`config.mk`:
```
export PLATFORM = sky130hd
export DESIGN_NAME = priority_grant_arbiter_4_flat
export DESIGN_NICKNAME = d
export VERILOG_FILES = /design/src/rtl/priority_grant_arbiter_4_if.sv /design/src/rtl/priority_grant_arbiter_4.sv /design/src/flat_wrapper.sv
export SDC_FILE = /design/constraint.sdc
export NUM_CORES = 1
export LEC_CHECK = 0
export BUFFER_PORTS_ARGS = -buffer_cell sky130_fd_sc_hd__buf_4
export CORE_UTILIZATION = 55
export CTS_BUF_LIST = sky130_fd_sc_hd__clkbuf_16
export DETAILED_ROUTE_END_ITERATION = 16
export GPL_ROUTABILITY_DRIVEN = 0
export PLACE_DENSITY = 0.77
export SLEW_MARGIN = 10
export SYNTH_ARGS = -nofsm -noshare
export SYNTH_HDL_FRONTEND = slang
export SYNTH_SLANG_ARGS = --single-unit
```
`constraint.sdc`:
```
create_clock -name Clock_In -period 2.3 [get_ports Clock_In]
set_clock_uncertainty 0.05 [all_clocks]
set_input_delay 0.115 -clock Clock_In [delete_from_list [all_inputs] [get_ports Clock_In]]
set_output_delay 0.115 -clock Clock_In [all_outputs]
set_load 0.005 [all_outputs]
```
`src/rtl/priority_grant_arbiter_4_if.sv`:
```
// Request/grant bundle between four requesting agents and priority_grant_arbiter_4.
// The master side drives the requests; the slave side is the arbiter.
interface priority_grant_arbiter_4_if;
    logic       Request_0_In;
    logic       Request_1_In;
    logic       Request_2_In;
    logic       Request_3_In;
    logic       Grant_0_Out;
    logic       Grant_1_Out;
    logic       Grant_2_Out;
    logic       Grant_3_Out;
    logic       Grant_Valid_Out;
    logic [1:0] Grant_Index_Out;
    logic       Timeout_Out;

    modport master (
        output Request_0_In, Request_1_In, Request_2_In, Request_3_In,
        input  Grant_0_Out, Grant_1_Out, Grant_2_Out, Grant_3_Out,
        input  Grant_Valid_Out, Grant_Index_Out, Timeout_Out
    );

    modport slave (
        input  Request_0_In, Request_1_In, Request_2_In, Request_3_In,
        output Grant_0_Out, Grant_1_Out, Grant_2_Out, Grant_3_Out,
        output Grant_Valid_Out, Grant_Index_Out, Timeout_Out
    );
endinterface

```
`src/rtl/priority_grant_arbiter_4.sv`:
```
// Four-requester hold-until-release arbiter with forced revoke after MAX_HOLD_CYCLES.
// Define ROUND_ROBIN_EN for rotating priority; the default is fixed priority 0 > 1 > 2 > 3.
module priority_grant_arbiter_4 #(
    parameter int MAX_HOLD_CYCLES = 16
) (
    input logic Clock_In,
    input logic Reset_In,
    priority_grant_arbiter_4_if.slave bus
);
    localparam int COUNT_WIDTH = $clog2(MAX_HOLD_CYCLES + 1);
    localparam logic [COUNT_WIDTH-1:0] HOLD_LIMIT = COUNT_WIDTH'(MAX_HOLD_CYCLES);

    typedef enum logic [1:0] {
        IDLE  = 2'd0,
        GRANT = 2'd1,
        GAP   = 2'd2
    } state_t;

    state_t                 state;
    logic [3:0]             grant;
    logic [3:0]             mask;
    logic [1:0]             grant_index;
    logic                   grant_valid;
    logic                   timeout;
    logic [COUNT_WIDTH-1:0] hold_count;

    logic [3:0] request;
    logic [3:0] candidates;
    logic       any_candidate;
    logic [1:0] winner;
    logic       holder_request;
    logic       others_waiting;

`ifdef ROUND_ROBIN_EN
    logic [1:0] rr_ptr;

    // Search starts at the pointer; the smallest rotational offset wins.
    function automatic logic [1:0] pick_rotating(input logic [3:0] req, input logic [1:0] start);
        logic [1:0] idx;
        pick_rotating = start;
        for (int i = 3; i >= 0; i--) begin
            idx = start + 2'(i);
            if (req[idx]) pick_rotating = idx;
        end
    endfunction
`else
    function automatic logic [1:0] pick_fixed(input logic [3:0] req);
        pick_fixed = 2'd0;
        for (int i = 3; i >= 0; i--) begin
            if (req[i]) pick_fixed = 2'(i);
        end
    endfunction
`endif

    assign request = {bus.Request_3_In, bus.Request_2_In, bus.Request_1_In, bus.Request_0_In};

    // Only the revoked requester is excluded, and only for the dead cycle that follows the revoke.
    always_comb begin
        candidates = request;
        if (state == GAP) candidates = request & ~mask;
    end

    assign any_candidate  = |candidates;
    assign holder_request = request[grant_index];
    assign others_waiting = |(request & ~grant);

`ifdef ROUND_ROBIN_EN
    assign winner = pick_rotating(candidates, rr_ptr);
`else
    assign winner = pick_fixed(candidates);
`endif

    always_ff @(posedge Clock_In) begin
        if (Reset_In) begin
            state       <= IDLE;
            grant       <= 4'b0000;
            mask        <= 4'b0000;
            grant_index <= 2'b00;
            grant_valid <= 1'b0;
            timeout     <= 1'b0;
            hold_count  <= '0;
`ifdef ROUND_ROBIN_EN
            rr_ptr      <= 2'b00;
`endif
        end else begin
            timeout <= 1'b0;
            unique case (state)
                IDLE, GAP: begin
                    mask <= 4'b0000;
                    if (any_candidate) begin
                        state       <= GRANT;
                        grant       <= 4'b0001 << winner;
                        grant_index <= winner;
                        grant_valid <= 1'b1;
                        hold_count  <= COUNT_WIDTH'(1);
`ifdef ROUND_ROBIN_EN
                        rr_ptr      <= winner + 2'd1;
`endif
                    end else begin
                        state <= IDLE;
                    end
                end
                GRANT: begin
                    if (!holder_request) begin
                        state       <= GAP;
                        grant       <= 4'b0000;
                        grant_index <= 2'b00;
                        grant_valid <= 1'b0;
                    end else if (hold_count == HOLD_LIMIT && others_waiting) begin
                        state       <= GAP;
                        mask        <= grant;
                        timeout     <= 1'b1;
                        grant       <= 4'b0000;
                        grant_index <= 2'b00;
                        grant_valid <= 1'b0;
                    end else if (hold_count != HOLD_LIMIT) begin
                        // A lone holder parks at the limit instead of wrapping.
                        hold_count <= hold_count + 1'b1;
                    end
                end
                default: begin
                    state       <= IDLE;
                    grant       <= 4'b0000;
                    grant_index <= 2'b00;
                    grant_valid <= 1'b0;
                end
            endcase
        end
    end

    assign bus.Grant_0_Out     = grant[0];
    assign bus.Grant_1_Out     = grant[1];
    assign bus.Grant_2_Out     = grant[2];
    assign bus.Grant_3_Out     = grant[3];
    assign bus.Grant_Valid_Out = grant_valid;
    assign bus.Grant_Index_Out = grant_index;
    assign bus.Timeout_Out     = timeout;
endmodule

```
`src/flat_wrapper.sv`:
```
// flat-port wrapper written by rule: the top's interface ports become plain ports
module priority_grant_arbiter_4_flat 
#(
    parameter int MAX_HOLD_CYCLES = 16
)
  (Clock_In, Reset_In, bus_Request_0_In, bus_Request_1_In, bus_Request_2_In, bus_Request_3_In, bus_Grant_0_Out, bus_Grant_1_Out, bus_Grant_2_Out, bus_Grant_3_Out, bus_Grant_Valid_Out, bus_Grant_Index_Out, bus_Timeout_Out);
  priority_grant_arbiter_4_if bus_i ();
  input logic Clock_In;
  input logic Reset_In;
  input wire logic [$bits(bus_i.Request_0_In)-1:0] bus_Request_0_In;
  input wire logic [$bits(bus_i.Request_1_In)-1:0] bus_Request_1_In;
  input wire logic [$bits(bus_i.Request_2_In)-1:0] bus_Request_2_In;
  input wire logic [$bits(bus_i.Request_3_In)-1:0] bus_Request_3_In;
  output wire logic [$bits(bus_i.Grant_0_Out)-1:0] bus_Grant_0_Out;
  output wire logic [$bits(bus_i.Grant_1_Out)-1:0] bus_Grant_1_Out;
  output wire logic [$bits(bus_i.Grant_2_Out)-1:0] bus_Grant_2_Out;
  output wire logic [$bits(bus_i.Grant_3_Out)-1:0] bus_Grant_3_Out;
  output wire logic [$bits(bus_i.Grant_Valid_Out)-1:0] bus_Grant_Valid_Out;
  output wire logic [$bits(bus_i.Grant_Index_Out)-1:0] bus_Grant_Index_Out;
  output wire logic [$bits(bus_i.Timeout_Out)-1:0] bus_Timeout_Out;
  assign bus_i.Request_0_In = bus_Request_0_In;
  assign bus_i.Request_1_In = bus_Request_1_In;
  assign bus_i.Request_2_In = bus_Request_2_In;
  assign bus_i.Request_3_In = bus_Request_3_In;
  assign bus_Grant_0_Out = bus_i.Grant_0_Out;
  assign bus_Grant_1_Out = bus_i.Grant_1_Out;
  assign bus_Grant_2_Out = bus_i.Grant_2_Out;
  assign bus_Grant_3_Out = bus_i.Grant_3_Out;
  assign bus_Grant_Valid_Out = bus_i.Grant_Valid_Out;
  assign bus_Grant_Index_Out = bus_i.Grant_Index_Out;
  assign bus_Timeout_Out = bus_i.Timeout_Out;
  priority_grant_arbiter_4 #(.MAX_HOLD_CYCLES(MAX_HOLD_CYCLES)) u_core (.Clock_In(Clock_In), .Reset_In(Reset_In), .bus(bus_i));
endmodule
```
Word level (Yosys, flattened, before mapping) --
Index checks and enable logic that the tools add are counted.
Word-level totals: bits in latches 0, memories kept 0, input port bits 6, word-level logic and storage cells 68, register bits after elaboration 19, bits in read-only memories 0, output and inout bits 8, bits in writable memories 0
Cells by class: reduce and logical (&&, ||, !) cells 10, $lt $le $gt $ge 1, add/subtract/negate cells 1, div/mod/pow operators 0, bitwise logic cells 6, eq/ne operators 10, shift-type cells 1, mux-type cells 32, multipliers 0
Operator list (number):
- $mux W4 | 6
- $mux W5 | 4
- $mux W2 | 9
- $pmux W4 S2 | 2
- $pmux W5 S2 | 1
- $and A4 B4 Y4 | 2
- $ne A2 B1 Y1 const B | 4
- $not A4 Y4 | 2
- $pmux W2 S2 | 2
- $reduce_or A4 Y1 | 2
- $mux W1 | 6
- $add A5 B1 Y5 const B | 1
- $eq A5 B5 Y1 const B | 1
- $ne A5 B5 Y1 const B | 1
- $reduce_and A5 Y1 | 1
- $shl A1 B2 Y4 const A | 1
- $lt A2 B3 Y1 const B | 1
- $ne A3 B3 Y1 const B | 1
- $reduce_and A3 Y1 | 1
- $reduce_or A3 Y1 | 1
- $bmux W1 S2 | 1
- $eq A2 B1 Y1 const B | 1
- $eq A2 B2 Y1 const B | 1
- $logic_not A2 Y1 | 1
- 7 further kinds | 8

Longest topological paths before layout --
depth after elaboration 10, mapped depth 7, depth with buffers taken out 7

Least setup slack after synthesis --
OpenSTA, ideal clock, no wires.
path type register to register, start point register u_core.grant_index[1] (netlist: u_core.bus.Grant_Index_Out[1]), end point register u_core.hold_count[1], clock period less this slack 1694 ps, library setup time 69 ps, path slack 606 ps, arrival time 1575 ps, buffers on the path 0, required time 2181 ps, stages on the path, launching flop included 6, cells stage by stage dfxtp_1 -> mux2_2 -> a22oi_2 -> nor2_2 -> or4_1 -> o21ai_1
On the way: cells in the longest elaborated chain, start to end 4
Ends and longest elaborated chain:
- start: declaration | line priority_grant_arbiter_4.sv:22 | logic [1:0] grant_index;
- start signal: assignment | line priority_grant_arbiter_4.sv:93 | grant_index <= winner;
- $bmux W1 S2 | line priority_grant_arbiter_4.sv:64 | assign holder_request = request[grant_index];
- $mux W1 (implied by the code) | line priority_grant_arbiter_4.sv:64
- $ne A2 B1 Y1 (no line)
- $reduce_and A5 Y1 (no line)
- end signal: assignment | line priority_grant_arbiter_4.sv:118 | hold_count <= hold_count + 1'b1;
- end: declaration | line priority_grant_arbiter_4.sv:25 | logic [COUNT_WIDTH-1:0] hold_count;
No other way between the ends. The select of a mux whose other input is x is not followed. A chain may end at the register's enable or synchronous reset.

Final worst setup path --
start point register u_core.state[1], end point register u_core.hold_count[1]
On the way: cells in the longest elaborated chain, start to end 5, elaborated cells on any way between the ends 13, those cells by class eq/ne (6); mux (2); reduce/logical (5)
Ends and longest elaborated chain:
- start: declaration | line priority_grant_arbiter_4.sv:19 | state_t state;
- start signal: assignment | line priority_grant_arbiter_4.sv:75 | state <= IDLE;
- start signal: assignment | line priority_grant_arbiter_4.sv:91 | state <= GRANT;
- start signal: assignment | line priority_grant_arbiter_4.sv:100 | state <= IDLE;
- $eq A2 B2 Y1 | line priority_grant_arbiter_4.sv:60, priority_grant_arbiter_4.sv:87
- $mux W4 | line priority_grant_arbiter_4.sv:60 | if (state == GAP) candidates = request & ~mask;
- $reduce_or A4 Y1 | line priority_grant_arbiter_4.sv:63 | assign any_candidate = |candidates;
- $ne A2 B1 Y1 (no line)
- $reduce_and A5 Y1 (no line)
Several ways; a longest one is shown, not always the timed one.

==> flow_metrics.env <==
export IMPL_synth_area_um2=1035
export IMPL_io_buffer_count=13
export IMPL_swShare=0.2425
export IMPL_max_freq_mhz=493.7
export IMPL_grt_busiest_layer="met2"
export IMPL_ys_seq_elements=19
export IMPL_r2r_slack_ns=0.27
export IMPL_drive_above_1_share=0.1940
export IMPL_reg2reg_depth=5
export IMPL_first_pass_iters=4
export IMPL_synth_edf_count=0
export IMPL_cap_violations=0
export IMPL_whs_path_depth=2
export IMPL_drt_iter0_markers=26
export IMPL_cts_num_sinks=19
export IMPL_hold_buffers=0
export IMPL_synth_cell_types=42
export IMPL_cts_tree="done"
export IMPL_cts_reportedPaths_clkPinSlew_ns=0.05
export IMPL_wl_per_cell_um=15.19
export IMPL_initial_core_util=0.5928
export IMPL_p_per_area_nw_per_um2=661.6
export IMPL_coreArea_um2=1745
export IMPL_slew_headroom=0.6185
export IMPL_grt_pass1_vias=861
export IMPL_timing_rr_end="u_core.hold_count[1]"
export IMPL_ys_warn_count=0
export IMPL_worstPathArrival_ns=2.16
export IMPL_use_met2=0.4609
export IMPL_cts_buffer_depth=2
export IMPL_power_uw=811.2
export IMPL_grt_max_degree=20
export IMPL_antenna_found_initial=0
export IMPL_ant_nets=0
export IMPL_crit_reg2reg_launch="u_core.state[1]"
export IMPL_power_internal_uw=614.4
export IMPL_cts_repair_resized=0
export IMPL_crit_path_end_kind="flip-flop"
export IMPL_status="completed"
export IMPL_cts_made_buffers=3
export IMPL_grt_util_met1=0.3168
export IMPL_drc=0
export IMPL_finalSetupTns_ns=0
export IMPL_layout_commonest_cell="dfxtp_1"
export IMPL_hpwl_um=1711
export IMPL_p_sw_uw=196.8
export IMPL_grt_first_pass_wirelength_um=3850
export IMPL_rsz0062_at_grt="no"
export IMPL_cts_setup_buffers=0
export IMPL_slew_violations=0
export IMPL_tightestPinTransition_ns=0.5722
export IMPL_die_area_um2=2059
export IMPL_die_w_um=45.38
export IMPL_period_needed_ns=2.026
export IMPL_synth_nets=129
export IMPL_min_from="Reset_In"
export IMPL_avgSynthCellArea_um2=8.552
export IMPL_worstPathCellList="and2b_2 -> o221ai_2 -> o21ba_2 -> or4_1 -> o21ai_1"
export IMPL_die_y_um=45.38
export IMPL_critPathKind="flip-flop to flip-flop"
export IMPL_slowest_stage="dfxtp_1"
export IMPL_syn_inst=121
export IMPL_hold_path_class="input pin to flip-flop"
export IMPL_p_leak_nw=0.4610
export IMPL_start_kind="flip-flop"
export IMPL_synth_seq_area_share=0.3676
export IMPL_cpPeakStageDelay_ns=0.62
export IMPL_power_frac_comb=0.121
export IMPL_min_period_over_period=0.8807
export IMPL_mostFrequentLayoutCells="dfxtp_1, nor2_1, buf_4"
export IMPL_grt_ovfl_total=0
export IMPL_finalHoldViolCount=0
export IMPL_fillers=146
export IMPL_ys_dominant_reg_cell="dfxtp_1"
export IMPL_finalSetupViolations=0
export IMPL_n_antenna_cell=0
export IMPL_power_frac_seq=0.441
export IMPL_met3_usage=0.04365
export IMPL_cts_htree_levels=1
export IMPL_clkPwrFrac=0.438
export IMPL_critical_path_max_fanout=15
export IMPL_vias=951
export IMPL_crit_required_ns=2.43
export IMPL_vias_per_cell=5.981
export IMPL_cts_root_buf="clkbuf_16"
export IMPL_pin_count=14
export IMPL_ys_async_sr_fraction=0
export IMPL_num_rows=15
export IMPL_wl_um=2415
export IMPL_peakVddDrop_mv=0.4577
export IMPL_clock_latency_ns=0.25
export IMPL_holdPathEnd="u_core.grant[1]"
export IMPL_area_growth_pct=18.50
export IMPL_nets=143
export IMPL_gr_usage_all_layers=0.2648
[sequential cells by signal (all words and copies together) (netlist names)]
| signal | count |
|---|---|
| u_core.bus.Grant_Index_Out | 2 |
| u_core.bus.Grant_Valid_Out | 1 |
| u_core.bus.Timeout_Out | 1 |
| u_core.grant | 4 |
| u_core.hold_count | 5 |
| u_core.mask | 4 |
| u_core.state | 2 |
[worst max path at each step]
stage / startpoint / to / slack (ns) / depth (start not counted)
6_report: u_core.state[1] / u_core.hold_count[1] / 0.27 / 5
5_1_grt: u_core.state[1] / u_core.hold_count[1] / 0.15 / 5
4_1_cts: u_core.state[1] / u_core.hold_count[1] / 0.28 / 5
3_5_place_dp: u_core.state[1] / u_core.hold_count[1] / 0.32 / 5
3_3_place_gp: u_core.state[1] / u_core.hold_count[1] / 0.39 / 5
2_1_floorplan: u_core.bus.Grant_Index_Out[1] / u_core.hold_count[1] / 0.61 / 5
[logic make-up (layout without fill, tap and decap cells)]
group           count (synthesis)  count (layout)  share of synthesized area
fa+ha+maj                       2               2                    0.02418
compound gates                 26              26                     0.1995
flops                          19              19                     0.3676
simple gates                   59              59                     0.3084
mux                             7               7                    0.07013
buf+inv                         8              21                    0.03022
[power by group through the flow]
| stage | sequential, mW | combinational [mW] | clock [mW] |
|---|---|---|---|
| floorplan | 0.356 | 0.0703 | 0 |
| global placement | 0.363 | 0.0934 | 0 |
| detailed placement | 0.364 | 0.0962 | 0 |
| CTS | 0.358 | 0.0973 | 0.357 |
| global route | 0.360 | 0.109 | 0.373 |
| finish | 0.358 | 0.0979 | 0.356 |
[cells in the mapped netlist (3+ instances only)]
| cell type | count | area (um^2) |
|---|---|---|
| a21oi_1 | 6 | 30.03 |
| nand2_1 | 10 | 37.54 |
| clkbuf_1 | 3 | 11.26 |
| dfxtp_1 | 19 | 380.4 |
| nor2b_1 | 8 | 50.05 |
| inv_1 | 4 | 15.01 |
| mux2i_1 | 5 | 50.05 |
| nand2b_1 | 3 | 18.77 |
| nor2_1 | 18 | 67.56 |
| o31ai_1 | 4 | 30.03 |
[metrics by stage]
step	instance area [um^2]	util	hold WS [ns]	setup WS, ns	cells
after CTS	1226	0.7025	0.1163	0.2848	159
after global routing	1226	0.7025	0.1456	0.1497	159
after global placement	1147	0.6573	0.3754	0.3944	155
after detailed placement	1147	0.6573	0.3821	0.3155	155
after floorplan	1035	-	0.2291	0.6062	121
final	1226	0.7025	0.1191	0.2744	159
[critical path: cells and delay by family, from the launching register on]
kind,cells,cell delay (ns)
flops,1,0.62
compound gates,3,0.54
simple gates,2,0.75
[final cells by class]
cell class,count,area (um^2),area share
Inverter,4,15.01,0.01224
Clock inverter,1,3.754,0.003061
Clock buffer,3,75.07,0.06122
Multi-Input combinational cell,94,623.1,0.5082
Timing Repair Buffer,13,97.59,0.07959
Tap cell,25,31.28,0.02551
Sequential cell,19,380.4,0.3102
[metal layers]
| metal | share of wire | routed length (um) |
|---|---|---|
| met1 | 0.43 | 1034 |
| met4 | 0.018 | 44 |
| met5 | 0 | 0 |
| met2 | 0.51 | 1221 |
| met3 | 0.047 | 114 |
(Power assumes the default switching activity.)
